<file path="src/rtl/bist_sig_ctl.sv">
// bist_sig_ctl: BIST sequencer and signature checker for one BILBO register.
//
// A run scans SEED into the BILBO serially, MSB first, with C1=0. It then holds
// C1=1 for PATTERNS signature clocks, spends one CAPTURE cycle, and latches the
// BILBO's parallel output into SIG. PASS reports whether SIG matched GOLDEN.
//
// Ports:
//   CLK   - clock, rising edge
//   CLR   - asynchronous active-low reset
//   START - run request, sampled in IDLE and FIN only
//   Q     - parallel output of the observed BILBO
//   C1    - BILBO mode (0 = serial shift, 1 = signature)
//   SDI   - serial scan data to the BILBO
//   BUSY  - run in progress (SEED, RUN, CAPTURE)
//   DONE  - result valid
//   PASS  - captured signature equals GOLDEN, valid while DONE=1
//   SIG   - last captured signature
module bist_sig_ctl #(
    parameter int unsigned    N        = 8,
    parameter int unsigned    CW       = 16,
    parameter int unsigned    PATTERNS = 255,
    parameter logic [N-1:0]   SEED     = N'(32'h01),
    parameter logic [N-1:0]   GOLDEN   = N'(32'h00)
) (
    input  logic         CLK,
    input  logic         CLR,
    input  logic         START,
    input  logic [N-1:0] Q,
    output logic         C1,
    output logic         SDI,
    output logic         BUSY,
    output logic         DONE,
    output logic         PASS,
    output logic [N-1:0] SIG
);

    localparam int unsigned    IW       = (N > 1) ? $clog2(N) : 1;
    localparam logic [CW-1:0]  SeedLast = CW'(N - 1);
    localparam logic [CW-1:0]  PatLast  = CW'((PATTERNS == 0) ? 32'd0 : PATTERNS - 1);

    typedef enum logic [2:0] {
        StIdle,
        StSeed,
        StRun,
        StCapture,
        StFin
    } state_e;

    state_e        state_q;
    logic [CW-1:0] cnt_q;
    logic          c1_q;
    logic          sdi_q;
    logic          busy_q;
    logic          done_q;
    logic          pass_q;
    logic [N-1:0]  sig_q;

    logic [CW-1:0] cnt_dec;
    logic [IW-1:0] seed_idx;

    assign cnt_dec  = cnt_q - CW'(1);
    // Next SEED bit to present: SDI is registered, so it is looked up one count ahead.
    assign seed_idx = cnt_dec[IW-1:0];

    always_ff @(posedge CLK or negedge CLR) begin
        if (!CLR) begin
            state_q <= StIdle;
            cnt_q   <= '0;
            c1_q    <= 1'b0;
            sdi_q   <= 1'b0;
            busy_q  <= 1'b0;
            done_q  <= 1'b0;
            pass_q  <= 1'b0;
            sig_q   <= '0;
        end else begin
            case (state_q)
                StIdle, StFin: begin
                    if (START) begin
                        state_q <= StSeed;
                        cnt_q   <= SeedLast;
                        c1_q    <= 1'b0;
                        sdi_q   <= SEED[N-1];
                        busy_q  <= 1'b1;
                        done_q  <= 1'b0;
                        pass_q  <= 1'b0;
                    end
                end
                StSeed: begin
                    if (cnt_q == '0) begin
                        // With no patterns the BILBO still gets one C1=1 capture cycle.
                        state_q <= (PATTERNS == 0) ? StCapture : StRun;
                        cnt_q   <= PatLast;
                        c1_q    <= 1'b1;
                        sdi_q   <= 1'b0;
                    end else begin
                        cnt_q <= cnt_dec;
                        sdi_q <= SEED[seed_idx];
                    end
                end
                StRun: begin
                    if (cnt_q == '0) begin
                        state_q <= StCapture;
                    end else begin
                        cnt_q <= cnt_dec;
                    end
                end
                StCapture: begin
                    state_q <= StFin;
                    sig_q   <= Q;
                    pass_q  <= (Q == GOLDEN);
                    done_q  <= 1'b1;
                    busy_q  <= 1'b0;
                    c1_q    <= 1'b0;
                    sdi_q   <= 1'b0;
                end
                default: begin
                    state_q <= StIdle;
                    cnt_q   <= '0;
                    c1_q    <= 1'b0;
                    sdi_q   <= 1'b0;
                    busy_q  <= 1'b0;
                    done_q  <= 1'b0;
                    pass_q  <= 1'b0;
                end
            endcase
        end
    end

    assign C1   = c1_q;
    assign SDI  = sdi_q;
    assign BUSY = busy_q;
    assign DONE = done_q;
    assign PASS = pass_q;
    assign SIG  = sig_q;

endmodule

</file>
<file path="config.mk">
export PLATFORM = sky130hd
export DESIGN_NAME = bist_sig_ctl
export DESIGN_NICKNAME = d
export VERILOG_FILES = /design/src/rtl/bist_sig_ctl.sv
export SDC_FILE = /design/constraint.sdc
export NUM_CORES = 1
export LEC_CHECK = 0
export ABC_AREA = 1
export CORE_ASPECT_RATIO = 0.9
export CORE_UTILIZATION = 25
export CTS_CLUSTER_SIZE = 16
export DETAILED_ROUTE_END_ITERATION = 8
export PLACE_DENSITY = 0.48
export SETUP_SLACK_MARGIN = 0.2
export SKIP_LAST_GASP = 1
export SLEW_MARGIN = 15
export SYNTH_ARGS = -nofsm -noshare
export SYNTH_HDL_FRONTEND = slang
export SYNTH_SLANG_ARGS = --single-unit
</file>
<file path="constraint.sdc">
create_clock -name CLK -period 2.2 [get_ports CLK]
set_input_delay 0.33 -clock CLK [delete_from_list [all_inputs] [get_ports CLK]]
set_output_delay 0.33 -clock CLK [all_outputs]
set_load 0.05 [all_outputs]
</file>
==> results.cfg, run 1 <==
[run_status]
result_of_the_run = finished, final reports clean

[pwr]
power.static_leakage_nw = 1.15
pwr_density_cell_nw_per_um2 = 1660
irDropWorstVdd_v = 0.000527

[timing]
setup_violations = 0
final.period_utilization = 0.826
fin_setup_tns_ps = 0
timing.slew.headroom = 0.656
worst-slew-pin-transition_ps = 514
finalWorstPathRequiredPeriod_ps = 1820
grt_setup_unrepaired = no
maxClockFrequency_ghz = 0.550
final_hold_viol_count = 0
finClkSkew_ps = 1.78
drv_slew = 0

[cells_and_area]
flow.area_growth_from_synthesis_pct = 24.1
final_design_area_no_fill_sq_um = 2270
final_net_count = 290
layout.core_utilization = 0.321
layout.cells.non_filler = 370
layout_cell_share_with_drive_strength_beyond_1 = 0.112
antenna_cells = 0

[yosys]
yosys.cell_types.count = 28
yosysSeqAreaShare = 0.438
ys_async_sr_fraction = 1.00
synth.cell_area_sq_um = 1830
netlist_instances = 246
ys_warn_count = 0
synth.net_count = 260
dominantRegCellSynth = dfrtp_1
syn-mean-instance-area_sq_um = 7.44
flop_and_latch_count_out_of_synthesis = 32
synth-edff-count = 0

[route]
drt-vias-per-instance = 4.30
drc_errors = 0
detail_route.first_pass.iterations = 4
via_count = 1591
detail_route.iter0.violations = 85
avgRoutedWirePerCell_microns = 11.7
routed_wirelength_microns = 4310
final_antenna_net_count = 0

[worst_hold_path]
min_path_type = input pin to asynchronous set/reset pin

[critical_path]
crit-reg2reg-capture = cnt_q[1]$_DFFE_PN0P_
timing.reg2reg.setup_slack_ps = 380
critPathLaunchType = flip-flop
worst-path-max-fanout = 11
data_arrival_time_at_the_worst_slack_endpoint_ps = 1980
critPathCaptureType = flip-flop
worst_ep_required_time_ps = 2360
crit-reg2reg-launch = cnt_q[0]$_DFFE_PN0P_
cp-startpoint = cnt_q[0]$_DFFE_PN0P_
setup.worst_path.class = flip-flop to flip-flop
r2r_cells = 9

[die]
core-area_sq_um = 7080
initial_utilization = 0.259
ios = 24
die_outline_area_sq_um = 7660
core.rowCount = 29
floorplan.die.width_microns = 92.2
dieHeight_microns = 83.2

[grt]
initial_antenna_violation_count = 0
grt_first_pass_wirelength_microns = 7520
grt_start_max_net_pins = 33
gr-usage-all-layers = 0.125
vias_in_the_first_global_route = 1573
grt_overflow_total = 0

[place]
portBuffers = 23
hpwl_microns = 3280
gp_routability_congestion = 0.836
post_dp_cell_area_sq_um = 2180
placed_cells = 362

[clocking]
tritoncts = yes
ctsRootBufferMaster = clkbuf_8
ctsHtreeMaxLevel = 2
clock_latency_ps = 280
tritoncts_num_sinks = 32
clkSlewWorstSetupHoldPaths_ps = 70
cts_hold_buf = 0
cts-buffers-inserted = 5
cts_buffer_depth = 2

[run]
maxCapViolCount = 0
[worst max-delay path, stage by stage (launching register included)]
cell,delay (ps)
dfrtp_1,410
inv_1,120
ha_1,180
nand3_1,90
nor2_2,210
nand3_4,150
nand2_4,170
inv_1,170
nand3_1,110
o21ai_0,70
[kinds of logic after synthesis]
group	after synthesis	share of synthesized area
AO/OA/AOI/OAI	15	0.0472
adder cells (fa/ha/maj)	3	0.0205
flip-flops	32	0.438
buffers and inverters	30	0.0657
AND/OR/NAND/NOR	160	0.400
XOR/XNOR	6	0.0287
[cell usage after synthesis, types with 2 or more instances]
cell type | count | share of area
nand2_1 | 95 | 0.19
dfrtp_1 | 32 | 0.44
inv_1 | 23 | 0.047
nor2_1 | 21 | 0.043
nand3_1 | 18 | 0.049
nor2_2 | 10 | 0.034
o21ai_0 | 8 | 0.022
nand4_1 | 5 | 0.017
inv_2 | 4 | 0.0082
ha_1 | 3 | 0.021
nand2_2 | 3 | 0.010
xnor2_1 | 3 | 0.014
xor2_1 | 3 | 0.014
nor3_2 | 2 | 0.011
nor4_1 | 2 | 0.0068
o21ai_1 | 2 | 0.0055
[cell type report]
cell class / instances / area [sq um]
well taps: 93 / 116
inverters: 28 / 105
repair buffers: 25 / 245
fillers: 793 / 4800
clock buffers: 8 / 90.1
flip-flops and latches: 32 / 801
multi-input cells: 184 / 913
[worst max path at each step]
stage	depth (start not counted)	end
finish	9	cnt_q[1]$_DFFE_PN0P_
global route	8	cnt_q[13]$_DFFE_PN0P_
CTS	9	cnt_q[1]$_DFFE_PN0P_
detailed placement	9	cnt_q[1]$_DFFE_PN0P_
global placement	9	cnt_q[1]$_DFFE_PN0P_
floorplan	10	cnt_q[5]$_DFFE_PN0P_
[layout by cell type (no fill, tap or decap), types with 2 or more instances in the layout]
| cell type | n |
|---|---|
| nand3_1 | 18 |
| o21ai_0 | 8 |
| inv_2 | 4 |
| inv_1 | 23 |
| nor4_1 | 2 |
| ha_1 | 3 |
| clkbuf_8 | 6 |
| nor2_2 | 10 |
| clkdlybuf4s50_1 | 23 |
| dfrtp_1 | 32 |
| xor2_1 | 3 |
| nor2_1 | 21 |
| buf_4 | 2 |
| o21ai_1 | 2 |
| clkbuf_1 | 2 |
| nand2_1 | 95 |
| nand2_2 | 2 |
| xnor2_1 | 3 |
| nand4_1 | 5 |
| nor3_2 | 2 |
[per-stage QoR]
step	power (mW)	hold WS [ps]	setup WS, ps
global route	4.12	499	233
global placement	3.32	454	355
floorplan	2.72	34.4	682
finish	3.77	454	382
CTS	3.81	478	264
detailed placement	3.31	467	278
[layer usage]
layer,global-route usage,vias to the layer above,part of all wire
met5,0,-,0
met4,0.0426,0,0.015
met3,0.0366,5,0.039
met2,0.178,27,0.42
met1,0.180,736,0.53
li1,-,823,-
[sequential cells by signal (all words and copies together) (netlist names)]
register,flops
state_q,3
DONE,1
C1,1
BUSY,1
SIG,8
cnt_q,16
PASS,1
SDI,1
[power by group]
group | switching, mW | total, mW | internal, mW
sequential | 0.209 | 1.05 | 0.836
clock | 0.224 | 0.479 | 0.255
combinational | 1.51 | 2.25 | 0.742
total | 1.94 | 3.77 | 1.83
[what timing repair did]
item / CTS / global route
gates resized for setup: 0 / 1
setup endpoints to repair: 0 / 6
setup buffers: 0 / 0
Note: power is estimated with default switching activity, not from simulation.
==> inputs of run 2 (changes only) <==
--- a/config.mk
+++ b/config.mk
@@ -10,7 +10,7 @@
 export CORE_UTILIZATION = 25
 export CTS_CLUSTER_SIZE = 16
 export DETAILED_ROUTE_END_ITERATION = 8
-export PLACE_DENSITY = 0.48
+export PLACE_DENSITY = 0.5
 export SETUP_SLACK_MARGIN = 0.2
 export SKIP_LAST_GASP = 1
 export SLEW_MARGIN = 15
==> constraint.sdc (replaced) <==
create_clock -name CLK -period 1.67 [get_ports CLK]
set_input_delay 0.2505 -clock CLK [delete_from_list [all_inputs] [get_ports CLK]]
set_output_delay 0.2505 -clock CLK [all_outputs]
set_load 0.05 [all_outputs]
==> run 2 against run 1 <==
Compared with the run above: critical path depth did not move; via count rose by 5.5%; non-clock buffer count grew 16; largest power group unchanged; flip-flop and latch count did not move; clock power grew 59%; clock skew is 5.3 ps higher; largest cell class unchanged; combinational power is 59% higher.
==> results.cfg, run 2 (synthesis results as in run 1) <==
[run_status]
result_of_the_run = finished, final reports clean

[die]
floorplan.die.width_microns = 92.2
dieHeight_microns = 83.2
core.rowCount = 29
ios = 24
die_outline_area_sq_um = 7660
initial_utilization = 0.259
core-area_sq_um = 7080

[grt]
initial_antenna_violation_count = 0
vias_in_the_first_global_route = 1660
gr-usage-all-layers = 0.128
grt_first_pass_wirelength_microns = 7830
grt_overflow_total = 0
grt_start_max_net_pins = 27

[route]
via_count = 1678
routed_wirelength_microns = 4500
detail_route.iter0.violations = 147
detail_route.first_pass.iterations = 4
avgRoutedWirePerCell_microns = 11.7
drt-vias-per-instance = 4.35
final_antenna_net_count = 0
drc_errors = 0

[clocking]
tritoncts_num_sinks = 32
cts_buffer_depth = 2
cts_hold_buf = 0
ctsHtreeMaxLevel = 2
clock_latency_ps = 290
clkSlewWorstSetupHoldPaths_ps = 80
cts-buffers-inserted = 5
tritoncts = yes
ctsRootBufferMaster = clkbuf_8

[pwr]
sw_frac = 0.502
internal-power_mw = 2.85
clockPowerShare = 0.133
pwr_density_cell_nw_per_um2 = 2260
comb_power_share = 0.625
irDropWorstVdd_v = 0.000900
power.static_leakage_nw = 1.28
power.net_switching_mw = 2.88
register_share_of_total_power = 0.242

[place]
placed_cells = 369
portBuffers = 23
hpwl_microns = 3310
gp_routability_congestion = 0.823

[critical_path]
critPathCaptureType = flip-flop
data_arrival_time_at_the_worst_slack_endpoint_ps = 1700
setup.worst_path.class = flip-flop to flip-flop
worst_path_max_delay_cell = dfrtp_2
path_buf_inv = 1
cp_top_family = simple AND/OR/NAND/NOR gates
worst-path-max-fanout = 5
delay_contributed_by_the_slowest_stage_of_the_critical_path_ps = 450
worst_ep_required_time_ps = 1840
critPathLaunchType = flip-flop
crit_path_cell_trace = nor2_4, nand2_2, nor2_8, nand3_4, nand2_4, buf_8, nor2_4, o21ai_1, nand2_1
timing.reg2reg.setup_slack_ps = 150
path_common_cell = nor2_4

[timing]
setup_violations = 0
final.period_utilization = 0.913
finalWorstPathRequiredPeriod_ps = 1520
drv_slew = 0
final_hold_viol_count = 0
fin_setup_tns_ps = 0
maxClockFrequency_ghz = 0.656
grt_setup_unrepaired = yes
timing.slew.headroom = 0.742
worst-slew-pin-transition_ps = 386
finClkSkew_ps = 7.08

[cells_and_area]
antenna_cells = 0
largest_reg_flops = 16
layout.cells.non_filler = 386
final_net_count = 306
layout_commonest_cell = nand2_1
flow.area_growth_from_synthesis_pct = 38.6
top_register = cnt_q
most_frequent_cells_in_the_layout = nand2_1 (88), dfrtp_1 (29), buf_4 (27)
layout_cell_share_with_drive_strength_beyond_1 = 0.290

[run]
maxCapViolCount = 0

[worst_hold_path]
min_path_type = input pin to asynchronous set/reset pin
## run 2: changes by cell type in the layout (fill, tap and decap cells not counted), sizes merged
cell	change
clkbuf	-3
bufinv	+1
clkinv	+1
buf	+29
clkdlybuf4s50	-13
clkinvlp	+1
## run 2: cell type report
class | count | area, sq um
fillers | 737 | 4540
inverters | 28 | 105
repair buffers | 41 | 377
clock inverters | 3 | 42.5
well taps | 93 | 116
multi-input cells | 184 | 1020
clock buffers | 5 | 68.8
flip-flops and latches | 32 | 805
## run 2: power groups by stage
| stage | Combinational, mW | Clock, mW | Sequential, mW |
|---|---|---|---|
| floorplan | 1.78 | 0 | 1.81 |
| global placement | 3.04 | 0 | 1.38 |
| detailed placement | 3.05 | 0 | 1.37 |
| CTS | 3.41 | 0.783 | 1.37 |
| global route | 4.00 | 0.822 | 1.44 |
| finish | 3.58 | 0.760 | 1.39 |
## run 2: metal layers
| layer | vias to the layer above | wire (microns) | global-route usage | share of wire |
|---|---|---|---|---|
| li1 | 866 | - | - | - |
| met5 | - | 0 | 0 | 0 |
| met1 | 772 | 2310 | 0.187 | 0.51 |
| met4 | 0 | 41 | 0.0298 | 0.0091 |
| met2 | 34 | 1980 | 0.191 | 0.44 |
| met3 | 6 | 166 | 0.0321 | 0.037 |
## run 2: path summary, 6_finish.rpt
path,startpoint,endpoint,cells after the start
worst max-delay path,cnt_q[6]$_DFFE_PN0P_,cnt_q[6]$_DFFE_PN0P_,9
worst min-delay path,CLR,PASS$_DFFE_PN0P_,1
worst max register to register,cnt_q[6]$_DFFE_PN0P_,cnt_q[6]$_DFFE_PN0P_,9
worst min register to register,BUSY$_DFFE_PN0P_,BUSY$_DFFE_PN0P_,2
max in group asynchronous,CLR,cnt_q[2]$_DFFE_PN0P_,2
min in group CLK,BUSY$_DFFE_PN0P_,BUSY$_DFFE_PN0P_,2
## run 2: what timing repair did
| action | 4_1_cts | 5_1_grt |
|---|---|---|
| endpoints found under the setup margin | 18 | 18 |
| setup buffers | 7 | 1 |
| pin swaps | 12 | 11 |
| gates resized for setup | 24 | 17 |
| cloned | 1 | 0 |
## run 2: stage by stage
| stage | area [sq um] | total power [mW] | hold slack [ps] | utilization | setup WS (ps) |
|---|---|---|---|---|---|
| 6_report | 2540 | 5.73 | 243 | 0.358 | 145 |
| 5_1_grt | 2540 | 6.26 | 256 | 0.358 | 58.4 |
| 4_1_cts | 2480 | 5.57 | 246 | 0.350 | 140 |
| 3_5_place_dp | 2210 | 4.42 | 466 | 0.312 | 40.1 |
| 3_3_place_gp | 2210 | 4.42 | 455 | 0.312 | 54.2 |
| 2_1_floorplan | 1830 | 3.59 | -45.1 | - | 205 |
